--- src/rtl/hazard_ctrl_pkg.sv ---
// Shared pipeline definitions for the hazard controller: FSM encodings and
// the load-use hazard detector.
package hazard_ctrl_pkg;

  typedef enum logic [1:0] {
    ST_RUN      = 2'd0,
    ST_MEM_WAIT = 2'd1,
    ST_HALT     = 2'd2
  } hz_state_e;

  // A load into x0 never creates a hazard; unused source fields are ignored.
  function automatic logic load_use_hit(
    input logic       ex_mem_read,
    input logic [4:0] ex_rd,
    input logic [4:0] rs1,
    input logic       use_rs1,
    input logic [4:0] rs2,
    input logic       use_rs2
  );
    return ex_mem_read && (ex_rd != 5'd0) &&
           ((use_rs1 && (rs1 == ex_rd)) || (use_rs2 && (rs2 == ex_rd)));
  endfunction

endpackage

--- src/rtl/hazard_ctrl.sv ---
// Pipeline hazard controller: load-use bubbles, branch redirects, data-memory
// wait freeze, halt, and a saturating count of fetch-stall cycles.
module hazard_ctrl
  import hazard_ctrl_pkg::*;
#(
  parameter logic [31:0] RESET_PC = 32'h0000_0000,
  parameter int          CNT_W    = 32
) (
  input  logic             i_clk,
  input  logic             i_rst,
  input  logic [31:0]      i_inc_pc,
  input  logic [4:0]       i_id_rs1,
  input  logic [4:0]       i_id_rs2,
  input  logic             i_id_use_rs1,
  input  logic             i_id_use_rs2,
  input  logic [4:0]       i_ex_rd,
  input  logic             i_ex_mem_read,
  input  logic             i_ex_redirect,
  input  logic [31:0]      i_ex_target,
  input  logic             i_ex_halt,
  input  logic             i_mem_req,
  input  logic             i_mem_ack,
  output logic [31:0]      o_next_pc,
  output logic             o_pc_stall,
  output logic             o_ifid_stall,
  output logic             o_ifid_flush,
  output logic             o_idex_flush,
  output logic             o_pipe_freeze,
  output logic             o_halted,
  output logic [CNT_W-1:0] o_stall_cnt
);

  hz_state_e        state_q, state_d;
  logic [31:0]      pc_q;
  logic [CNT_W-1:0] cnt_q;
  logic             lu_hit, mem_block;

  assign lu_hit = load_use_hit(i_ex_mem_read, i_ex_rd, i_id_rs1, i_id_use_rs1,
                               i_id_rs2, i_id_use_rs2);
  // In MEM_WAIT the access is already outstanding, so only the ack matters.
  assign mem_block = (state_q == ST_MEM_WAIT) ? !i_mem_ack : (i_mem_req && !i_mem_ack);

  always_comb begin
    state_d       = state_q;
    o_next_pc     = i_inc_pc;
    o_pc_stall    = 1'b0;
    o_ifid_stall  = 1'b0;
    o_ifid_flush  = 1'b0;
    o_idex_flush  = 1'b0;
    o_pipe_freeze = 1'b0;
    o_halted      = 1'b0;
    if (i_rst) begin
      state_d   = ST_RUN;
      o_next_pc = RESET_PC;
    end else if (state_q == ST_HALT) begin
      o_next_pc    = pc_q;
      o_pc_stall   = 1'b1;
      o_ifid_stall = 1'b1;
      o_idex_flush = 1'b1;
      o_halted     = 1'b1;
    end else if (mem_block) begin
      state_d       = ST_MEM_WAIT;
      o_pipe_freeze = 1'b1;
      o_pc_stall    = 1'b1;
    end else begin
      state_d = ST_RUN;
      if (i_ex_halt) begin
        state_d      = ST_HALT;
        o_ifid_flush = 1'b1;
        o_idex_flush = 1'b1;
      end else if (i_ex_redirect) begin
        o_next_pc    = i_ex_target;
        o_ifid_flush = 1'b1;
        o_idex_flush = 1'b1;
      end else if (lu_hit) begin
        o_pc_stall   = 1'b1;
        o_ifid_stall = 1'b1;
        o_idex_flush = 1'b1;
      end
    end
  end

  // pc_q tracks the PC presented each cycle so HALT can freeze the last one.
  always_ff @(posedge i_clk) begin
    if (i_rst) begin
      state_q <= ST_RUN;
      pc_q    <= RESET_PC;
      cnt_q   <= '0;
    end else begin
      state_q <= state_d;
      pc_q    <= o_next_pc;
      if (o_pc_stall && (cnt_q != {CNT_W{1'b1}}))
        cnt_q <= cnt_q + 1'b1;
    end
  end

  assign o_stall_cnt = cnt_q;

endmodule

--- config.mk ---
export PLATFORM = sky130hd
export DESIGN_NAME = hazard_ctrl
export DESIGN_NICKNAME = d
export VERILOG_FILES = /design/src/rtl/hazard_ctrl_pkg.sv /design/src/rtl/hazard_ctrl.sv
export SDC_FILE = /design/constraint.sdc
export NUM_CORES = 1
export LEC_CHECK = 0
export BUFFER_PORTS_ARGS = -buffer_cell sky130_fd_sc_hd__clkbuf_2
export CAP_MARGIN = 0
export CORE_ASPECT_RATIO = 1.2
export CORE_MARGIN = 5
export CORE_UTILIZATION = 48
export CTS_CLUSTER_DIAMETER = 120
export CTS_CLUSTER_SIZE = 16
export DETAILED_ROUTE_END_ITERATION = 8
export GPL_TIMING_DRIVEN = 0
export PLACE_DENSITY = 0.78
export SLEW_MARGIN = 30
export SYNTH_ARGS = -nofsm -noshare
export SYNTH_HDL_FRONTEND = slang
export SYNTH_SLANG_ARGS = --single-unit
--- constraint.sdc ---
create_clock -name i_clk -period 2.4 [get_ports i_clk]
set_input_delay 0 -clock i_clk [delete_from_list [all_inputs] [get_ports i_clk]]
set_output_delay 0 -clock i_clk [all_outputs]
set_load 0.01 [all_outputs]
Word level (Yosys, flattened, before mapping). Index checks and enable logic that the tools add are counted.

Logic and storage cells: 50. ROM bits: 0. Bits of input ports: 88. RAM bits: 0. Output and inout bits: 70. Bits in registers: 66. Memories kept: 0. Bits in latches: 0.

Order comparisons: 0. Div/mod/pow operators: 0. Add/subtract/negate cells: 1. Equality and inequality tests: 5. Bitwise logic cells: 0. Reduce and logical (&&, ||, !) cells: 9. Multiply operators: 0. Shift-type cells: 0. Muxes and demuxes: 32.

Operators with widths (number): two-way mux 32 bit (5); adder 32 x 1 -> 32 bit (second input constant) (1); inequality test 32 bit (second input constant) (1); two-way mux 1 bit (25); equality test 5 bit (2); logical AND 1 bit (6); nonzero test 5 bit (1); two-way mux 2 bit (2); equality test 2 x 1 -> 1 bit (second input constant) (1); equality test 2 bit (second input constant) (1); zero test 1 bit (1); logical OR 1 bit (1).

Logic depth before layout (Yosys ltp).
Word-level depth: 11. Mapped depth: 9.

Worst setup path after synthesis. OpenSTA, ideal clock, no wires.

Path kind: register to register. From: register cnt_q[14], in the netlist o_stall_cnt[14]. To: register cnt_q[13], in the netlist o_stall_cnt[13]. Clock period less this slack: 2032 ps. Setup slack: 368 ps. Cell stages (with the launch flop): 8. Data arrival time: 1911 ps. Buffers on the path: 2. Required time: 2279 ps. Cells stage by stage: dfxtp_1 -> nand4_2 -> nor4_4 -> and3_1 -> buf_6 -> buf_8 -> nor4_1 -> mux2_4.

Longest elaborated chain between the ends: 2.

RTL lines: start, declared (RTL line hazard_ctrl.sv:35) `logic [CNT_W-1:0] cnt_q;`; start signal, assigned (RTL line hazard_ctrl.sv:93) `cnt_q <= cnt_q + 1'b1;`; inequality test 32 bit (RTL line hazard_ctrl.sv:92) `if (o_pc_stall && (cnt_q != {CNT_W{1'b1}}))`; logical AND 1 bit (RTL line hazard_ctrl.sv:92).

Every way passes these cells. A chain may end at the register's enable or synchronous reset.

Worst setup path after layout.
From: register state_q[0]. To: output o_next_pc[1].

Longest elaborated chain between the ends: 5. Elaborated cells on any way between the ends: 6. Classes of those cells: eq/ne: 2; mux: 4.

RTL lines: start, declared (RTL line hazard_ctrl.sv:33) `hz_state_e state_q, state_d;`; start signal, assigned (RTL line hazard_ctrl.sv:90) `state_q <= state_d;`; equality test 2 x 1 -> 1 bit (RTL line hazard_ctrl.sv:41) `assign mem_block = (state_q == ST_MEM_WAIT) ? !i_mem_ack : (i_mem_req && !i_mem_ack);`; two-way mux 1 bit (RTL line hazard_ctrl.sv:41); two-way mux 32 bit (RTL line hazard_ctrl.sv:61) `end else if (mem_block) begin`; two-way mux 32 bit (*) (RTL line hazard_ctrl.sv:55) `end else if (state_q == ST_HALT) begin`; two-way mux 32 bit (*) (RTL line hazard_ctrl.sv:52) `if (i_rst) begin`; end, declared (RTL line hazard_ctrl.sv:23) `output logic [31:0] o_next_pc,`.

Mark *: on every way between the ends. The rest lies on a longest branch, timed or not.

==> metrics <==
outcome=finished clean; worst min-delay path class=in2reg; Clock Path Buffers=2; fmax=roughly 450 MHz; Synth Net Count=515; largest cells by area after synthesis=dfxtp_1 37%, o21ai_0 9.1%, mux2i_1 9.0%; NumNets Final=between 700 and 800; largest family of logic cells by synthesized area=simple AND/OR/NAND/NOR gates; synthesized area per cell=8.37 sq um; post-synthesis simple-gate area fraction=23.9%; area grow syn2layout=48.9%; Compound-Gate Fraction of Synth Area=19.8%; pins over their slew limit=0; total power=about 2.7 mW; first-pass GRT wire length=23.0 mm; Most used DFF post-synth=dfxtp_1; DRT iter0 DRCs=278; Tot GR Track Use=31.3%; Worst Skew=10.3 ps; FFs w/ async S/R, synth=0%; final WL=14.3 mm; Post-synth EDFFs=0; kind of critical path=reg2out; mux contribution to synthesized area=11.6%; WL/cell=19.1 microns; CTS tree=done; Worst-path clk slew=70 ps; Seq. cell area=1320 sq um; # rows=34; share of post-route cells with drive strength above 1=30.5%; starting density of the core=49.3%; Routed Antenna Nets=0; pwr dens=517 nW/um^2; Synth top area share=37.1%; critical path required time=2400 ps; vias in the first global route=4559; worst-skew pair later-pin latency=about 340 ps; DP HPWL=8.51 mm; Netlist cell types=43; GRT Residual Overflow=0; slew margin rel.=58.1%; Hold Fails Final Rpt=0; Fin Hold WS=23.4 ps; Die Wd=88.7 microns; Top Ports=158; clock sinks=66; area leader, netlist=dfxtp_1; Mapped Area=3570 sq um; FF+latch count, synth=66; Fillers=a little over 500; CTS HTree Levels=3; critical path launch point type=flip-flop; diode count=0; Port Buffer Count=around 160; Synth Warn #=0; Core Box Area=roughly 7200 sq um; unrepaired setup endpoints after global routing=no; CP Capture Type=primary output; DR pass1 iterations=5; placer congestion estimate=0.859; Root Buffer=clkbuf_8; die height=104 microns; max capacitance violation total=0; initial antenna violation count=0; adder-cell share of the synthesized area=0.351%; vias per cell=6.01; fin crit share=93.0%; Worst Tran Pin Value=629 ps; cell count after synthesis=426; Seq/Total Area, Yosys=37.1%; data arrival time of the critical path=approximately 2200 ps; Critical Path Fanout Max=10; XOR/XNOR Fraction of Synth Area=2.46%; static leakage=2.24 nW; Max VDD drop=0.000344 V; drt drc=0; area taken by multi-input logic gates=2100 sq um; die area=9260 sq um; Setup violations, final=0; Tmin final=2230 ps; Post-CTS Setup Inserts=0; total vias in the final route=roughly 4500; pin count of the biggest net entering global routing=13; TritonCTS buffer count=9
## through the flow
stage	worst slack (ps)	std cells	util (%)	setup TNS, ps	cell area [sq um]
2_1_floorplan	368	426	-	0	3570
3_3_place_gp	101	673	61.7	0	4460
3_5_place_dp	37.1	673	61.7	0	4460
4_1_cts	-49.9	749	73.1	-193	5290
5_1_grt	38.1	748	73.4	0	5310
6_report	168	748	73.4	0	5310
## timing repair
action / 4_1_cts / 5_1_grt
gates cloned: 0 / 0
pin swaps: 0 / 1
endpoints found under the setup margin: 30 / 41
hold endpoints to repair: 32 / 0
hold buffers: 60 / 0
resized for setup: 2 / 7
## metal layers
metal	global-route usage (%)	wire, microns
met1	37.1	5230
met4	15.7	572
met2	50.2	6870
met3	9.27	1590
met5	0	0
## final timing paths
kind              cells past startpoint  slack (ps)                         start                            to
hold reg to reg                       2         460           pc_q[30]$_SDFF_PP0_           pc_q[30]$_SDFF_PP0_
hold / removal                        3          20                     i_mem_ack       state_q[0]$_SDFFE_PP0N_
setup / recovery                      7         170       state_q[0]$_SDFFE_PP0N_                  o_next_pc[1]
setup reg to reg                      7         180  o_stall_cnt[14]$_SDFFE_PP0P_  o_stall_cnt[13]$_SDFFE_PP0P_
## Yosys cell counts (2+ instances only)
cell,instances
buf_4,3
nor4_1,7
clkbuf_1,18
inv_1,3
buf_6,2
mux2_1,3
nand2_1,53
or3_1,10
a21oi_1,23
and3_1,4
o311ai_1,5
dfxtp_1,66
buf_2,6
o31ai_1,14
or4_1,14
nand2b_1,3
o41ai_1,5
mux2i_1,32
nand3_1,14
o21ai_0,65
and4_1,2
o21bai_1,2
nand4_2,3
o21ai_1,6
nor2b_1,9
xnor2_1,10
nor2_1,15
nand4_1,11
mux2_4,4
## cells by family after synthesis
kind of cell	Yosys count
simple gates	153
compound gates	123
flops	66
mux	39
buf+inv	34
xor+xnor	10
fa+ha+maj	1
## report_power, final
| group | internal, mW | switching [mW] | total (mW) |
|---|---|---|---|
| clock network | 0.585 | 0.455 | 1.04 |
| logic | 0.242 | 0.298 | 0.540 |
| registers | 1.15 | 0.0207 | 1.17 |
## worst max-delay path, cell delays in order (launching register included)
cell and delay [ps]:
dfxtp_1 300, nor2b_1 150, o21bai_4 200, and3b_2 300, clkbuf_4 280, mux2i_1 340, o21ai_0 150, clkbuf_2 160
## registers in the layout, summed over array words and instances, names as in the netlist
name and count:
pc_q 32, state_q 2, o_stall_cnt 32
## final cells by class
cell class / count / share of cell area, %
plain buffers: 29 / 3.04
flip-flops and latches: 66 / 24.9
inverters: 4 / 0.283
repair buffers: 217 / 26.1
clock buffers: 9 / 2.33
well taps: 90 / 2.12
clock inverters: 7 / 1.74
multi-input cells: 326 / 39.5
## cells in the final DEF (no fill, tap or decap), types with 3 or more instances in the layout
| cell | instances |
|---|---|
| clkbuf_2 | 157 |
| dfxtp_1 | 66 |
| o21ai_0 | 65 |
| dlygate4sd3_1 | 60 |
| nand2_1 | 53 |
| mux2i_1 | 32 |
| a21oi_1 | 23 |
| clkbuf_1 | 17 |
| nor2_1 | 15 |
| or4_1 | 14 |
| o31ai_1 | 14 |
| nand3_1 | 14 |
| nand4_1 | 11 |
| xnor2_1 | 10 |
| or3_1 | 10 |
| nor2b_1 | 9 |
| clkbuf_8 | 9 |
| nor4_1 | 7 |
| o21ai_1 | 6 |
| buf_4 | 5 |
| o311ai_1 | 5 |
| o41ai_1 | 5 |
| and3_1 | 4 |
| mux2_4 | 4 |
| inv_1 | 3 |
| nand2b_1 | 3 |
| nand4_2 | 3 |
| buf_2 | 3 |
| mux2_1 | 3 |
| clkinv_2 | 3 |
Power figures use the tool's default switching activity.
